$ cat src/rtl/game_over_seq_if.sv
// Pixel/status bundle between the game top level and the game-over sequencer.
// The sequencer sits on the slave side; the game core drives the master side.
interface game_over_seq_if #(
  parameter int STATE_W = 4
);
  logic [10:0]        hcount_in;
  logic [9:0]         vcount_in;
  logic [STATE_W-1:0] state_in;
  logic               busy_out;
  logic               finished_out;
  logic [3:0]         phase_out;
  logic [11:0]        pixel_out;

  modport master (
    output hcount_in, vcount_in, state_in,
    input  busy_out, finished_out, phase_out, pixel_out
  );

  modport slave (
    input  hcount_in, vcount_in, state_in,
    output busy_out, finished_out, phase_out, pixel_out
  );
endinterface

$ cat src/rtl/game_over_seq.sv
// Game-over animation: on entry to TRIGGER_STATE, flashes a box through
// NUM_PHASES colour phases of PHASE_CYCLES clocks each, then holds the last frame.
module game_over_seq #(
  parameter int                 STATE_W       = 4,
  parameter logic [STATE_W-1:0] TRIGGER_STATE = 4'hF,
  parameter int                 NUM_PHASES    = 2,
  parameter int unsigned        PHASE_CYCLES  = 65_000_000,
  parameter logic [11:0]        COLOR_EVEN    = 12'h0F0,
  parameter logic [11:0]        COLOR_ODD     = 12'hF00,
  parameter logic [11:0]        BG_COLOR      = 12'h000,
  parameter int                 BOX_H0        = 0,
  parameter int                 BOX_H1        = 1023,
  parameter int                 BOX_V0        = 0,
  parameter int                 BOX_V1        = 767
) (
  input logic            clk,
  input logic            rst,
  game_over_seq_if.slave bus
);

  localparam int                 TIMER_W    = (PHASE_CYCLES > 2) ? $clog2(PHASE_CYCLES) : 1;
  localparam logic [TIMER_W-1:0] TIMER_LAST = TIMER_W'(PHASE_CYCLES - 1);
  localparam logic [3:0]         PHASE_LAST = 4'(NUM_PHASES - 1);

  typedef enum logic [1:0] {IDLE, RUN, DONE} state_t;

  state_t               state;
  logic [STATE_W-1:0]   prev_state;
  logic [TIMER_W-1:0]   timer;
  logic [3:0]           phase;
  logic                 busy;
  logic                 finished;
  logic [11:0]          pix_p1;

  logic                 at_trig;
  logic                 trig;
  logic                 in_box;
  int                   hpos;
  int                   vpos;

  function automatic logic [11:0] box_color(input logic [3:0] ph);
    return ph[0] ? COLOR_ODD : COLOR_EVEN;
  endfunction

  // Signed int positions keep the box test free of always-true unsigned compares.
  always_comb begin
    hpos    = int'(bus.hcount_in);
    vpos    = int'(bus.vcount_in);
    in_box  = (hpos >= BOX_H0) && (hpos <= BOX_H1) &&
              (vpos >= BOX_V0) && (vpos <= BOX_V1);
    at_trig = (bus.state_in == TRIGGER_STATE);
    trig    = at_trig && (prev_state != TRIGGER_STATE);
  end

  // Stage p1: control FSM and registered pixel; prev_state resets to the
  // trigger code so a held trigger state cannot start a run right after reset.
  always_ff @(posedge clk or negedge rst) begin
    if (!rst) begin
      state      <= IDLE;
      prev_state <= TRIGGER_STATE;
      timer      <= '0;
      phase      <= '0;
      busy       <= 1'b0;
      finished   <= 1'b0;
      pix_p1     <= BG_COLOR;
    end else begin
      prev_state <= bus.state_in;
      finished   <= 1'b0;
      pix_p1     <= ((state == RUN || state == DONE) && in_box) ? box_color(phase) : BG_COLOR;
      case (state)
        IDLE: begin
          if (trig) begin
            state <= RUN;
            busy  <= 1'b1;
            timer <= '0;
            phase <= '0;
          end
        end
        RUN: begin
          if (!at_trig) begin
            state <= IDLE;
            busy  <= 1'b0;
            timer <= '0;
            phase <= '0;
          end else if (timer == TIMER_LAST) begin
            timer <= '0;
            if (phase == PHASE_LAST) begin
              state    <= DONE;
              busy     <= 1'b0;
              finished <= 1'b1;
            end else begin
              phase <= phase + 4'd1;
            end
          end else begin
            timer <= timer + 1'b1;
          end
        end
        DONE: begin
          if (!at_trig) begin
            state <= IDLE;
            phase <= '0;
          end
        end
        default: begin
          state <= IDLE;
          busy  <= 1'b0;
          timer <= '0;
          phase <= '0;
        end
      endcase
    end
  end

  assign bus.busy_out     = busy;
  assign bus.finished_out = finished;
  assign bus.phase_out    = phase;
  assign bus.pixel_out    = pix_p1;

endmodule

$ cat src/flat_wrapper.sv
// flat-port wrapper written by rule: the top's interface ports become plain ports
module game_over_seq_flat 
#(
  parameter int                 STATE_W       = 4,
  parameter logic [STATE_W-1:0] TRIGGER_STATE = 4'hF,
  parameter int                 NUM_PHASES    = 2,
  parameter int unsigned        PHASE_CYCLES  = 65_000_000,
  parameter logic [11:0]        COLOR_EVEN    = 12'h0F0,
  parameter logic [11:0]        COLOR_ODD     = 12'hF00,
  parameter logic [11:0]        BG_COLOR      = 12'h000,
  parameter int                 BOX_H0        = 0,
  parameter int                 BOX_H1        = 1023,
  parameter int                 BOX_V0        = 0,
  parameter int                 BOX_V1        = 767
)
  (clk, rst, bus_hcount_in, bus_vcount_in, bus_state_in, bus_busy_out, bus_finished_out, bus_phase_out, bus_pixel_out);
  game_over_seq_if #(.STATE_W(STATE_W)) bus_i ();
  input logic clk;
  input logic rst;
  input wire logic [$bits(bus_i.hcount_in)-1:0] bus_hcount_in;
  input wire logic [$bits(bus_i.vcount_in)-1:0] bus_vcount_in;
  input wire logic [$bits(bus_i.state_in)-1:0] bus_state_in;
  output wire logic [$bits(bus_i.busy_out)-1:0] bus_busy_out;
  output wire logic [$bits(bus_i.finished_out)-1:0] bus_finished_out;
  output wire logic [$bits(bus_i.phase_out)-1:0] bus_phase_out;
  output wire logic [$bits(bus_i.pixel_out)-1:0] bus_pixel_out;
  assign bus_i.hcount_in = bus_hcount_in;
  assign bus_i.vcount_in = bus_vcount_in;
  assign bus_i.state_in = bus_state_in;
  assign bus_busy_out = bus_i.busy_out;
  assign bus_finished_out = bus_i.finished_out;
  assign bus_phase_out = bus_i.phase_out;
  assign bus_pixel_out = bus_i.pixel_out;
  game_over_seq #(.STATE_W(STATE_W), .TRIGGER_STATE(TRIGGER_STATE), .NUM_PHASES(NUM_PHASES), .PHASE_CYCLES(PHASE_CYCLES), .COLOR_EVEN(COLOR_EVEN), .COLOR_ODD(COLOR_ODD), .BG_COLOR(BG_COLOR), .BOX_H0(BOX_H0), .BOX_H1(BOX_H1), .BOX_V0(BOX_V0), .BOX_V1(BOX_V1)) u_core (.clk(clk), .rst(rst), .bus(bus_i));
endmodule
$ cat config.mk
export PLATFORM = sky130hd
export DESIGN_NAME = game_over_seq_flat
export DESIGN_NICKNAME = d
export VERILOG_FILES = /design/src/rtl/game_over_seq_if.sv /design/src/rtl/game_over_seq.sv /design/src/flat_wrapper.sv
export SDC_FILE = /design/constraint.sdc
export NUM_CORES = 1
export LEC_CHECK = 0
export BUFFER_PORTS_ARGS = -buffer_cell sky130_fd_sc_hd__buf_4
export CAP_MARGIN = 10
export CORE_ASPECT_RATIO = 1.5
export CORE_MARGIN = 4
export CORE_UTILIZATION = 50
export DETAILED_ROUTE_END_ITERATION = 8
export HOLD_SLACK_MARGIN = 0.03
export PLACE_DENSITY = 0.74
export SETUP_SLACK_MARGIN = 0.4
export SYNTH_ARGS = -nofsm -noshare
export SYNTH_HDL_FRONTEND = slang
export SYNTH_SLANG_ARGS = --single-unit
$ cat constraint.sdc
create_clock -name clk -period 5.3 [get_ports clk]
set_input_delay 0.53 -clock clk [delete_from_list [all_inputs] [get_ports clk]]
set_output_delay 0.53 -clock clk [all_outputs]
set_load 0.005 [all_outputs]
==> flow_summary.yaml <==
floorplan:
  fp.dieH_um: 90.2
  io_pins: 45
  die_area_mm2: 0.00566
  design.core.area_mm2: 0.00428
  rows: 29
  start_util_pct: 52.6
  die_w_um: 62.8
critical_path:
  slowest_stage: "nor3_1"
  path_class: "reg -> reg"
  r2r_end: "u_core.timer[25]$_DFFE_PN0P_"
  startpoint_type: "register"
  crit_arrival_ns: 2.67
  crit_family: "simple AND/OR/NAND/NOR gates"
  critPathBufInv: 1
  r2r.worst_path.cells: 7
  rr_startpoint: "u_core.state[0]$_DFFE_PN0P_"
  cp-end-kind: "register"
  cpPeakStageDelay_ns: 0.76
  crit_fanout: 8
  crit_chain: "inv_1 > ha_1 > nand3b_1 > nor3_1 > nand4_1 > or3_1 > a21oi_1"
  crit_start: "u_core.state[0]$_DFFE_PN0P_"
  ff2ff_setup_slack_ns: 2.84
  cp_data_required_time_ns: 5.51
clocking:
  cts_resized: 0
  cts_buffers: 5
  clk_pin_slew_worst_paths_ns: 0.08
  cts.sinks: 40
  hold_buffers: 0
  cts_setup_buffers: 0
  clock_latency_ns: 0.30
  clockBufferDepth: 2
  ctsHtreeMaxLevel: 2
  root_buffer: "clkbuf_8"
  tritoncts: "done"
timing:
  setup_tns_ns: 0
  maxSlewViolCount: 0
  setup_viol: 0
  worst_slack_ns: 2.84
  worstMarginPinSlew_ns: 0.929
  slew_headroom_pct: 37.6
  max_freq_mhz: 407
  finalCriticalPeriod_ns: 2.46
  holdWs_ns: 0.202
  finalCritPeriodShare_pct: 46.3
  finalHoldViolCount: 0
  fin_skew_ns: 0.0117
  rsz0062_at_grt: "false"
cells_and_area:
  area_growth_pct: 9.45
  stdcell_area_mm2: 0.00246
  ff_latch_area_mm2: 0.00101
  antennaDiodeCount: 0
  multi_input_area_mm2: 0.00109
  fin_nets: 284
  layout-drive-gt1-share_pct: 18.3
  fill_cells: 391
yosys:
  synth_commonest_cells: "dfrtp_1, nand3_1, nor2_1"
  synthMostInstantiatedCell: "dfrtp_1"
  yosys_warnings: 0
  synth_edf_count: 0
  syn_area_per_cell_um2: 9.50
  synth_cells: 237
  yosysTopAreaCellShare_pct: 40.0
  synth.largest_area_cell: "dfrtp_1"
  synth_seq_cells: 40
  synth.distinct_cells: 51
  synth_area_mm2: 0.00225
  synth_area_leaders: "dfrtp_1, xor2_1, dfstp_2, nand3_1, nand4_1"
  synth_flop_cell: "dfrtp_1"
  synth.yosys.seq_area_share_pct: 44.7
  synthArstFlopShare_pct: 100
status:
  status: "completed"
drt:
  ant_nets: 0
  vias: 1768
  drcViolationCount: 0
  vias_per_cell: 5.93
  wl_per_cell_um: 15.1
  drt-total-wl_mm: 4.51
  drt_iter0_drc: 120
  firstDrtPassIters: 4
placement:
  gp_congestion: 0.897
  hpwl_mm: 3.20
  io_buffers: 22
  pre_cts_ws_ns: 2.83
  placed_cell_area_mm2: 0.00236
pwr:
  max-vdd-ir-drop_v: 0.000169
  powerDensity_mw_per_mm2: 300
  finalPower_mw: 0.738
  leakagePower_nw: 1.05
global_route:
  antenna_found_initial: 0
  grt_pass1_wl_mm: 7.82
  grt_pass1_vias: 1702
  overflow: 0
  grt_use_total_pct: 17.0
  grt_max_degree: 41
worst_hold_path:
  hold_path_class: "in -> async"
flow_run:
  max_cap_violations: 0
[power by group]
group,internal (mW),switching [mW]
registers,0.318,0.00717
clock network,0.140,0.107
logic,0.0527,0.113
total,0.511,0.227
[sequential cells by signal, indices dropped and copies added, names as in the netlist]
register / cells
u_core.bus.busy_out: 1
u_core.bus.finished_out: 1
u_core.bus.phase_out: 4
u_core.bus.pixel_out: 2
u_core.prev_state: 4
u_core.state: 2
u_core.timer: 26
[worst max path at each step]
| stage | to | slack, ns | depth (start not counted) |
|---|---|---|---|
| finish | u_core.timer[25]$_DFFE_PN0P_ | 2.84 | 7 |
| global route | u_core.timer[25]$_DFFE_PN0P_ | 2.57 | 7 |
| CTS | u_core.timer[25]$_DFFE_PN0P_ | 2.81 | 7 |
| detailed placement | u_core.timer[14]$_DFFE_PN0P_ | 2.83 | 6 |
| global placement | u_core.timer[19]$_DFFE_PN0P_ | 2.86 | 6 |
| floorplan | u_core.bus.busy_out$_DFFE_PN0P_ | 3.20 | 5 |
[cells in the final DEF (no fill, tap or decap), types with 2 or more instances in the layout]
master	netlist	layout
nand3_1	20	20
a31oi_1	4	4
clkbuf_8	0	5
o21ai_1	2	2
ha_1	6	6
a21oi_1	10	10
nor3_1	4	4
nand2b_1	3	3
and3_1	4	4
dfrtp_1	36	36
a2111oi_0	2	2
and4_1	3	3
conb_1	1	4
inv_1	9	9
nand4_1	14	14
xor2_1	13	13
o31ai_1	2	2
dfstp_2	4	4
nand3b_1	2	2
or3_1	5	5
nor2_2	4	4
nand2_1	16	16
o211ai_1	3	3
buf_4	10	22
o21ai_0	10	10
nor2_1	20	20
[routing by layer]
| metal | global-route usage [%] | vias to the layer above | part of all wire [%] |
|---|---|---|---|
| met3 | 3.24 | 10 | 4.3 |
| met4 | 8.66 | 0 | 2.9 |
| met2 | 29.4 | 54 | 53 |
| li1 | - | 866 | - |
| met1 | 19.7 | 838 | 40 |
| met5 | 0 | - | 0 |
[final cells by class]
type / count / area share, %
Clock inverter: 2 / 1.42
Clock buffer: 6 / 2.95
Inverter: 9 / 1.37
Tap cell: 46 / 2.34
Multi-Input combinational cell: 173 / 44.4
Timing Repair Buffer: 22 / 6.70
Sequential cell: 40 / 40.8
[per-stage QoR]
stage	instances	util (%)
3_3_place_gp	290	55.0
2_1_floorplan	240	-
5_1_grt	298	57.5
3_5_place_dp	290	55.0
6_report	298	57.5
4_1_cts	298	57.5
[cells by family after synthesis]
logic type,count (synthesis),synth area share (%)
compound gates,40,11.6
xor+xnor,13,5.06
fa+ha+maj,6,3.34
buf+inv,27,7.23
flops,40,44.7
mux,1,0.500
other cells,1,0.167
simple gates,109,27.4
(Power assumes the default switching activity.)
